**config.mk**
```make
export PLATFORM = sky130hd
export DESIGN_NAME = btn_conditioner
export DESIGN_NICKNAME = d
export VERILOG_FILES = /design/src/rtl/btn_conditioner_pkg.sv /design/src/rtl/btn_conditioner_debounce_ch.sv /design/src/rtl/btn_conditioner.sv
export SDC_FILE = /design/constraint.sdc
export NUM_CORES = 1
export LEC_CHECK = 0
export ABC_AREA = 1
export BUFFER_PORTS_ARGS = -buffer_cell sky130_fd_sc_hd__buf_2
export CAP_MARGIN = 5
export CELL_PAD_IN_SITES_DETAIL_PLACEMENT = 0
export CELL_PAD_IN_SITES_GLOBAL_PLACEMENT = 1
export CORE_MARGIN = 2
export CORE_UTILIZATION = 30
export CTS_BUF_LIST = sky130_fd_sc_hd__clkbuf_16
export CTS_CLUSTER_SIZE = 14
export DETAILED_ROUTE_END_ITERATION = 12
export HOLD_SLACK_MARGIN = 0.02
export PLACE_DENSITY = 0.67
export SYNTH_ARGS = -nofsm -noshare
export SYNTH_HDL_FRONTEND = slang
export SYNTH_HIERARCHICAL = 1
export SYNTH_SLANG_ARGS = --single-unit
```
**constraint.sdc**
```tcl
create_clock -name clk -period 4 [get_ports clk]
set_input_delay 0.4 -clock clk [delete_from_list [all_inputs] [get_ports clk]]
set_output_delay 0.4 -clock clk [all_outputs]
set_load 0.01 [all_outputs]
```
**src/rtl/btn_conditioner_pkg.sv**
```systemverilog
// Shared definitions for the button input stage: debounce FSM encoding, default window, channel indices.
// No logic; latency and flow control are defined by the modules importing this package.
package btn_conditioner_pkg;

  typedef enum logic [1:0] {
    ST_IDLE         = 2'b00,
    ST_PRESS_WAIT   = 2'b01,
    ST_HELD         = 2'b10,
    ST_RELEASE_WAIT = 2'b11
  } btn_state_e;

  // 20 ms at a 50 MHz board clock
  localparam int unsigned DEBOUNCE_CYCLES_DEFAULT = 1_000_000;

  localparam int unsigned BTN_R = 0;
  localparam int unsigned BTN_L = 1;

  function automatic int unsigned cnt_width(input int unsigned cycles);
    return $clog2(cycles);
  endfunction

endpackage

```
**src/rtl/btn_conditioner_debounce_ch.sv**
```systemverilog
// One button channel: 2-FF synchroniser, debounce FSM, registered level/press/release outputs.
// Accepts a change after DEBOUNCE_CYCLES+2 edges of stable input; no backpressure, pulses are one clock wide.
module btn_debounce_ch
  import btn_conditioner_pkg::*;
#(
  parameter int unsigned DEBOUNCE_CYCLES = DEBOUNCE_CYCLES_DEFAULT
) (
  input  logic clk_i,
  input  logic rst_ni,
  input  logic btn_raw_i,
  output logic level_o,
  output logic press_o,
  output logic release_o
);

  localparam int unsigned CNT_W = cnt_width(DEBOUNCE_CYCLES);
  localparam logic [CNT_W-1:0] CNT_ONE  = CNT_W'(1);
  localparam logic [CNT_W-1:0] CNT_LAST = CNT_W'(DEBOUNCE_CYCLES - 1);

  logic [1:0]       sync_q;
  logic             sync;
  btn_state_e       state_q, state_d;
  logic [CNT_W-1:0] cnt_q, cnt_d;
  logic             level_q, level_d;
  logic             press_q, press_d;
  logic             release_q, release_d;

  assign sync = sync_q[1];

  always_ff @(posedge clk_i or negedge rst_ni) begin
    if (!rst_ni) begin
      sync_q    <= 2'b00;
      state_q   <= ST_IDLE;
      cnt_q     <= '0;
      level_q   <= 1'b0;
      press_q   <= 1'b0;
      release_q <= 1'b0;
    end else begin
      sync_q    <= {sync_q[0], btn_raw_i};
      state_q   <= state_d;
      cnt_q     <= cnt_d;
      level_q   <= level_d;
      press_q   <= press_d;
      release_q <= release_d;
    end
  end

  // The counter is checked against its terminal value before incrementing, so it never wraps.
  always_comb begin
    state_d   = state_q;
    cnt_d     = cnt_q;
    level_d   = level_q;
    press_d   = 1'b0;
    release_d = 1'b0;
    case (state_q)
      ST_IDLE: begin
        if (sync) begin
          state_d = ST_PRESS_WAIT;
          cnt_d   = CNT_ONE;
        end
      end
      ST_PRESS_WAIT: begin
        if (!sync) begin
          state_d = ST_IDLE;
          cnt_d   = '0;
        end else if (cnt_q == CNT_LAST) begin
          state_d = ST_HELD;
          cnt_d   = '0;
          level_d = 1'b1;
          press_d = 1'b1;
        end else begin
          cnt_d = cnt_q + CNT_ONE;
        end
      end
      ST_HELD: begin
        if (!sync) begin
          state_d = ST_RELEASE_WAIT;
          cnt_d   = CNT_ONE;
        end
      end
      ST_RELEASE_WAIT: begin
        if (sync) begin
          state_d = ST_HELD;
          cnt_d   = '0;
        end else if (cnt_q == CNT_LAST) begin
          state_d   = ST_IDLE;
          cnt_d     = '0;
          level_d   = 1'b0;
          release_d = 1'b1;
        end else begin
          cnt_d = cnt_q + CNT_ONE;
        end
      end
      default: begin
        state_d = ST_IDLE;
        cnt_d   = '0;
        level_d = 1'b0;
      end
    endcase
  end

  assign level_o   = level_q;
  assign press_o   = press_q;
  assign release_o = release_q;

endmodule

```
**src/rtl/btn_conditioner.sv**
```systemverilog
// N_BTN independent debounced button channels feeding the game FSM press/release events.
// DEBOUNCE_CYCLES+2 edges from a stable input change to output; no backpressure.
module btn_conditioner
  import btn_conditioner_pkg::*;
#(
  parameter int unsigned N_BTN           = 2,
  parameter int unsigned DEBOUNCE_CYCLES = DEBOUNCE_CYCLES_DEFAULT
) (
  input  logic             clk,
  input  logic             reset,
  input  logic [N_BTN-1:0] btn_raw,
  output logic [N_BTN-1:0] btn_level,
  output logic [N_BTN-1:0] btn_press,
  output logic [N_BTN-1:0] btn_release
);

  for (genvar g = 0; g < N_BTN; g++) begin : g_ch
    btn_debounce_ch #(
      .DEBOUNCE_CYCLES(DEBOUNCE_CYCLES)
    ) u_ch (
      .clk_i    (clk),
      .rst_ni   (reset),
      .btn_raw_i(btn_raw[g]),
      .level_o  (btn_level[g]),
      .press_o  (btn_press[g]),
      .release_o(btn_release[g])
    );
  end

endmodule

```
* Word level (Yosys, flattened, before mapping) *
Index checks and enable logic that the tools add are counted.

storage, ports and cells
  register bits after elaboration = 54
  input port bits = 4
  output and inout bits = 6
  logic and storage cells = 94

operators by class
  add/sub/neg operators = 2
  equality and inequality tests = 24
  muxes and demuxes = 46
  reductions and logical operators = 10

operator list
  kind                                                                     count
  20-bit two-way mux                                                       10
  20-bit one-hot mux with 4 select lines                                   2
  20-bit by 1-bit adder with 20-bit output, second input constant          2
  20-bit == test, second input constant                                    2
  2-bit two-way mux                                                        12
  1-bit two-way mux                                                        18
  2-bit by 1-bit inequality test with 1-bit output, second input constant  8
  2-bit one-hot mux with 4 select lines                                    2
  5-bit AND reduction                                                      2
  2-bit == test, second input constant                                     4
  2-bit inequality test, second input constant                             4
  4-bit AND reduction                                                      2
  3-bit by 1-bit inequality test with 1-bit output, second input constant  2
  3-bit inequality test, second input constant                             2
  2-bit by 1-bit == test with 1-bit output, second input constant          2
  2-bit zero test                                                          2
  1-bit one-hot mux with 2 select lines                                    2
  2-bit AND reduction                                                      2
  2-bit nonzero test                                                       2

* Logic depth before layout (Yosys ltp) *
  depth after elaboration = 4
  mapped depth = 9
  depth with buffers taken out = 9

* By module *
The synthesis kept the hierarchy.

by module, submodules not included
  module                           times used  cells each  area each (um^2)  seq. area each (um^2)
  btn_debounce_ch at g_ch[1].u_ch  1           221         1754.2            675.6
  btn_debounce_ch at g_ch[0].u_ch  1           211         1642.8            675.6

* Least setup slack after synthesis *
Ideal clock, no wire load.

  path kind = reg2reg
  start = register g_ch[1].u_ch.cnt_q[0]
  end = register g_ch[1].u_ch.cnt_q[3]
  library setup time = 0.129 ns
  arrival time = 1.328 ns
  required time = 3.871 ns
  setup slack = 2.543 ns
  stages on the path, launching flop included = 8
  buffers on the path = 1
  clock period less this slack = 1.457 ns
  path through = dfrtp_1 > ha_1 > nand3_4 > nor2_8 > nand3_4 > nand2_4 > buf_12 > o22ai_2

on the way
  longest elaborated chain between the ends = 4
  elaborated cells between the ends (all ways) = 6
  classes of those cells = add/sub: 1; eq/ne: 1; mux: 4

ends and longest elaborated chain
  what                                                                               RTL line                                                              RTL
  start: declaration                                                                 btn_conditioner_debounce_ch.sv:23                                     logic [CNT_W-1:0] cnt_q, cnt_d;
  start signal: assignment                                                           btn_conditioner_debounce_ch.sv:41                                     cnt_q <= cnt_d;
  20-bit by 1-bit adder with 20-bit output / 20-bit == test (equally long branches)  -
  20-bit two-way mux *                                                               btn_conditioner_debounce_ch.sv:66, btn_conditioner_debounce_ch.sv:85
  20-bit two-way mux (on tied branches)                                              btn_conditioner_debounce_ch.sv:82, btn_conditioner_debounce_ch.sv:63
  20-bit one-hot mux with 4 select lines *                                           btn_conditioner_debounce_ch.sv:55                                     case (state_q)

Mark *: on every way between the ends. The rest lies on a longest branch, timed or not.
A chain may end at the register's enable or synchronous reset.

* Worst setup path in the final report *
  start = register g_ch[0].u_ch.sync_q[1]
  end = register g_ch[0].u_ch.cnt_q[0]

on the way
  longest elaborated chain between the ends = 2
  elaborated cells between the ends (all ways) = 6
  classes of those cells = eq/ne: 2; mux: 3; reduce/logical: 1

ends and longest elaborated chain
  what                                                                                  RTL line                           RTL
  start: declaration                                                                    btn_conditioner_debounce_ch.sv:20  logic [1:0] sync_q;
  start signal: assignment                                                              btn_conditioner_debounce_ch.sv:39  sync_q <= {sync_q[0], btn_raw_i};
  20-bit two-way mux, or another cell as far along                                      btn_conditioner_debounce_ch.sv:82  if (sync) begin
  20-bit one-hot mux with 4 select lines / 2-bit AND reduction (equally long branches)  -
  end signal: assignment                                                                btn_conditioner_debounce_ch.sv:41
  end: declaration                                                                      btn_conditioner_debounce_ch.sv:23

Several ways; a longest one is shown, not always the timed one.

==> metrics.txt <==
post-synth top area share=39.8%; clock buffer depth=2; max-cap viol count=0; CP peak stage delay=600 ps; simple-gate portion of the synthesized area=~40%; DRC viols=0; share of layout cells above drive strength 1=about 20%; Layout Cells excl Fill=approximately 580; Synth area leader=dfrtp_1; fin crit period=2080 ps; die height=110 microns; Synth Area in XOR/XNOR=3.35%; Net Count, Synth=438; status=complete, no violations; Gate Count Post-Synth=432; first-pass GRT wire length=13.7 mm; compound-gate portion of the synthesized area=9.50%; largest net degree at the start of global routing=35; placed cells=576; Synth area leaders=dfrtp_1, nand2_1, nor2_1, inv_1, nor2_4; total track usage=13.6%; drt wl/cell=13.0 microns; Synth Area per Inst=7.86 sq um; largest family of logic cells by synthesized area=simple AND/OR/NAND/NOR gates; Setup Fix Bufs, Post-CTS=0; Rows=38; crit path capture type=flip-flop; die area=about 12000 sq um; WP data arrival=about 2300 ps; Worst slew margin=48.4%; H-Tree Depth=2; initial core utilization=31.1%; Final ANT Viol Nets=0; via count=2750; final slew viol count=0; # fillers=1184; clk_lat worst skew=300 ps; initial antenna violation count=0; final hold vios=0; routability cong.=0.837; multi-input logic area=roughly 1800 sq um; maximum VDD drop=0.186 mV; WP data required=between 4000 and 5000 ps; Final setup viols=0; CTS tree=yes; core area=10900 sq um; most common cell after layout, fill and taps aside=nand2_1; placed instance area=3570 sq um; Worst setup SP type=flip-flop; WHS=40.5 ps; Hold WC Path Type=primary input to async pin; Num CTS Buffers=5; unrepaired setup endpoints after global routing=false; Syn Std Cell Area=between 3000 and 4000 sq um; CP bufs+invs=2; # port buffers=9; setup TNS=0 ps; Worst-path clk slew=80 ps; width of the die=110 microns; nets=449; vias in the first global route=roughly 2800; pwr dens=355 nW/um^2; Setup CP Type=flip-flop to flip-flop; Congestion Overflow GR=0; min setup slack post-route=between 1500 and 2000 ps; dpl hpwl=around 5.6 mm; LEAKAGE=1.53 nW; Critical-path top delay cell=nor2_1; Register Area=1350 sq um; most frequent cells in the layout=nand2_1, dfrtp_1, nor2_1; Post-Synth Adder-Cell Area=0.737%; IO Count=10; top_reg_cell synth=dfrtp_1; CTS resizes=0; Yosys reg bits=54; via/cell ratio=around 4.7; crit-path cells=inv_1 -> or2_1 -> nand2_1 -> nor2_1 -> inv_1 -> a21oi_1 -> nor2_1; DRT Pass-1 Iters=4; Num Clock Sinks=between 50 and 60; Ant. Diodes=0; yosys warns=6; Achievable Freq=481 MHz; final wirelength=7.58 mm; sequential area share after synthesis=between 30% and 40%; FFs w/ async S/R, synth=100%; Worst Tran Pin Value=772 ps; initial DRC count=~140; CTS root buf=clkbuf_16; Post-Place Setup Slack=1920 ps; Layout area overhead=9.54%; Post-synth EDFFs=0; distinct cell type count after synthesis=41; hold_buf cts=0; final cycle utilization of the critical path=52.0%; Worst Clk Skew=7.60 ps; mux contribution to synthesized area=0%; design area=approximately 3700 sq um; Critical Path Fanout Max=11; delay-heaviest family, CP=simple AND/OR/NAND/NOR gates
## area by class of cell
| class | count | share of cell area, % |
|---|---|---|
| clock buffers | 5 | 3.36 |
| flip-flops and latches | 54 | 36.3 |
| inverters | 47 | 4.74 |
| repair buffers | 10 | 1.41 |
| well taps | 140 | 4.71 |
| clock inverters | 3 | 0.706 |
| multi-input cells | 325 | 48.8 |
## worst register-to-register path, delay by kind of cell, from the launching register on
kind,cells,cell delay (ps)
flip-flops,1,360
AND/OR/NAND/NOR,4,880
AO/OA/AOI/OAI,1,230
buffers and inverters,2,510
## cell usage after synthesis, types with 4 or more instances
library cell,n
nand2_1,131
dfrtp_1,54
nor2_1,46
inv_1,41
nand3_1,20
nand4_1,15
xor2_1,11
nand2_2,10
nand3_2,10
o21ai_2,10
nor2_4,9
nor2_2,8
o21ai_1,8
inv_2,6
o21ai_0,6
o22ai_1,5
nor3_1,4
o22ai_2,4
## cell families after synthesis
logic type | count (synthesis)
AOI/OAI and AO/OA | 44
xor gates and xnor gates | 13
buffers and inverters | 53
and+or+nand+nor | 266
adders and majority gates | 2
DFF | 54
## power by group
| part | internal (mW) | total [mW] | switching, mW | leakage [nW] |
|---|---|---|---|---|
| registers | 0.581 | 0.635 | 0.0540 | 0.735 |
| logic | 0.0619 | 0.229 | 0.167 | 0.724 |
| clock network | 0.238 | 0.457 | 0.219 | 0.0748 |
| total | 0.881 | 1.32 | 0.440 | 1.53 |
## worst paths after layout
| check | startpoint | endpoint | slack [ps] | cells past startpoint |
|---|---|---|---|---|
| worst max-delay path | g_ch[0].u_ch/sync_q[1] | g_ch[0].u_ch/cnt_q[0] | 1920 | 7 |
| worst min-delay path | reset | g_ch[0].u_ch/cnt_q[4] | 40 | 1 |
| worst max register to register | g_ch[0].u_ch/sync_q[1] | g_ch[0].u_ch/cnt_q[0] | 1920 | 7 |
| worst min register to register | g_ch[1].u_ch/sync_q[0] | g_ch[1].u_ch/sync_q[1] | 350 | 0 |
| max in group asynchronous | reset | g_ch[1].u_ch/cnt_q[17] | 3110 | 2 |
| min in group clk | btn_raw[1] | g_ch[1].u_ch/sync_q[0] | 200 | 1 |
## routing by layer
layer / global-route usage (%) / up-vias / wire length (microns) / part of all wire [%]
met5: 0 / - / 0 / 0
met4: 4.17 / 0 / 82 / 1.1
met3: 2.31 / 5 / 218 / 2.9
met2: 22.5 / 34 / 3610 / 48
met1: 18.1 / 1292 / 3670 / 48
li1: - / 1419 / - / -
## metrics by stage
step / power [mW] / util (%)
3_3_place_gp: 0.876 / 32.6
6_report: 1.32 / 34.0
4_1_cts: 1.34 / 34.0
2_1_floorplan: 0.829 / -
3_5_place_dp: 0.878 / 32.6
5_1_grt: 1.40 / 34.0
## flip-flops by register name, summed over array words and instances, names as in the netlist, named ones only
name,flops
g_ch.u_ch/level_o,2
g_ch.u_ch/state_q,2
g_ch.u_ch/press_o,2
g_ch.u_ch/release_o,2
g_ch.u_ch/cnt_q,40
g_ch.u_ch/sync_q,4
No activity file was read; power rests on OpenSTA's default activity.
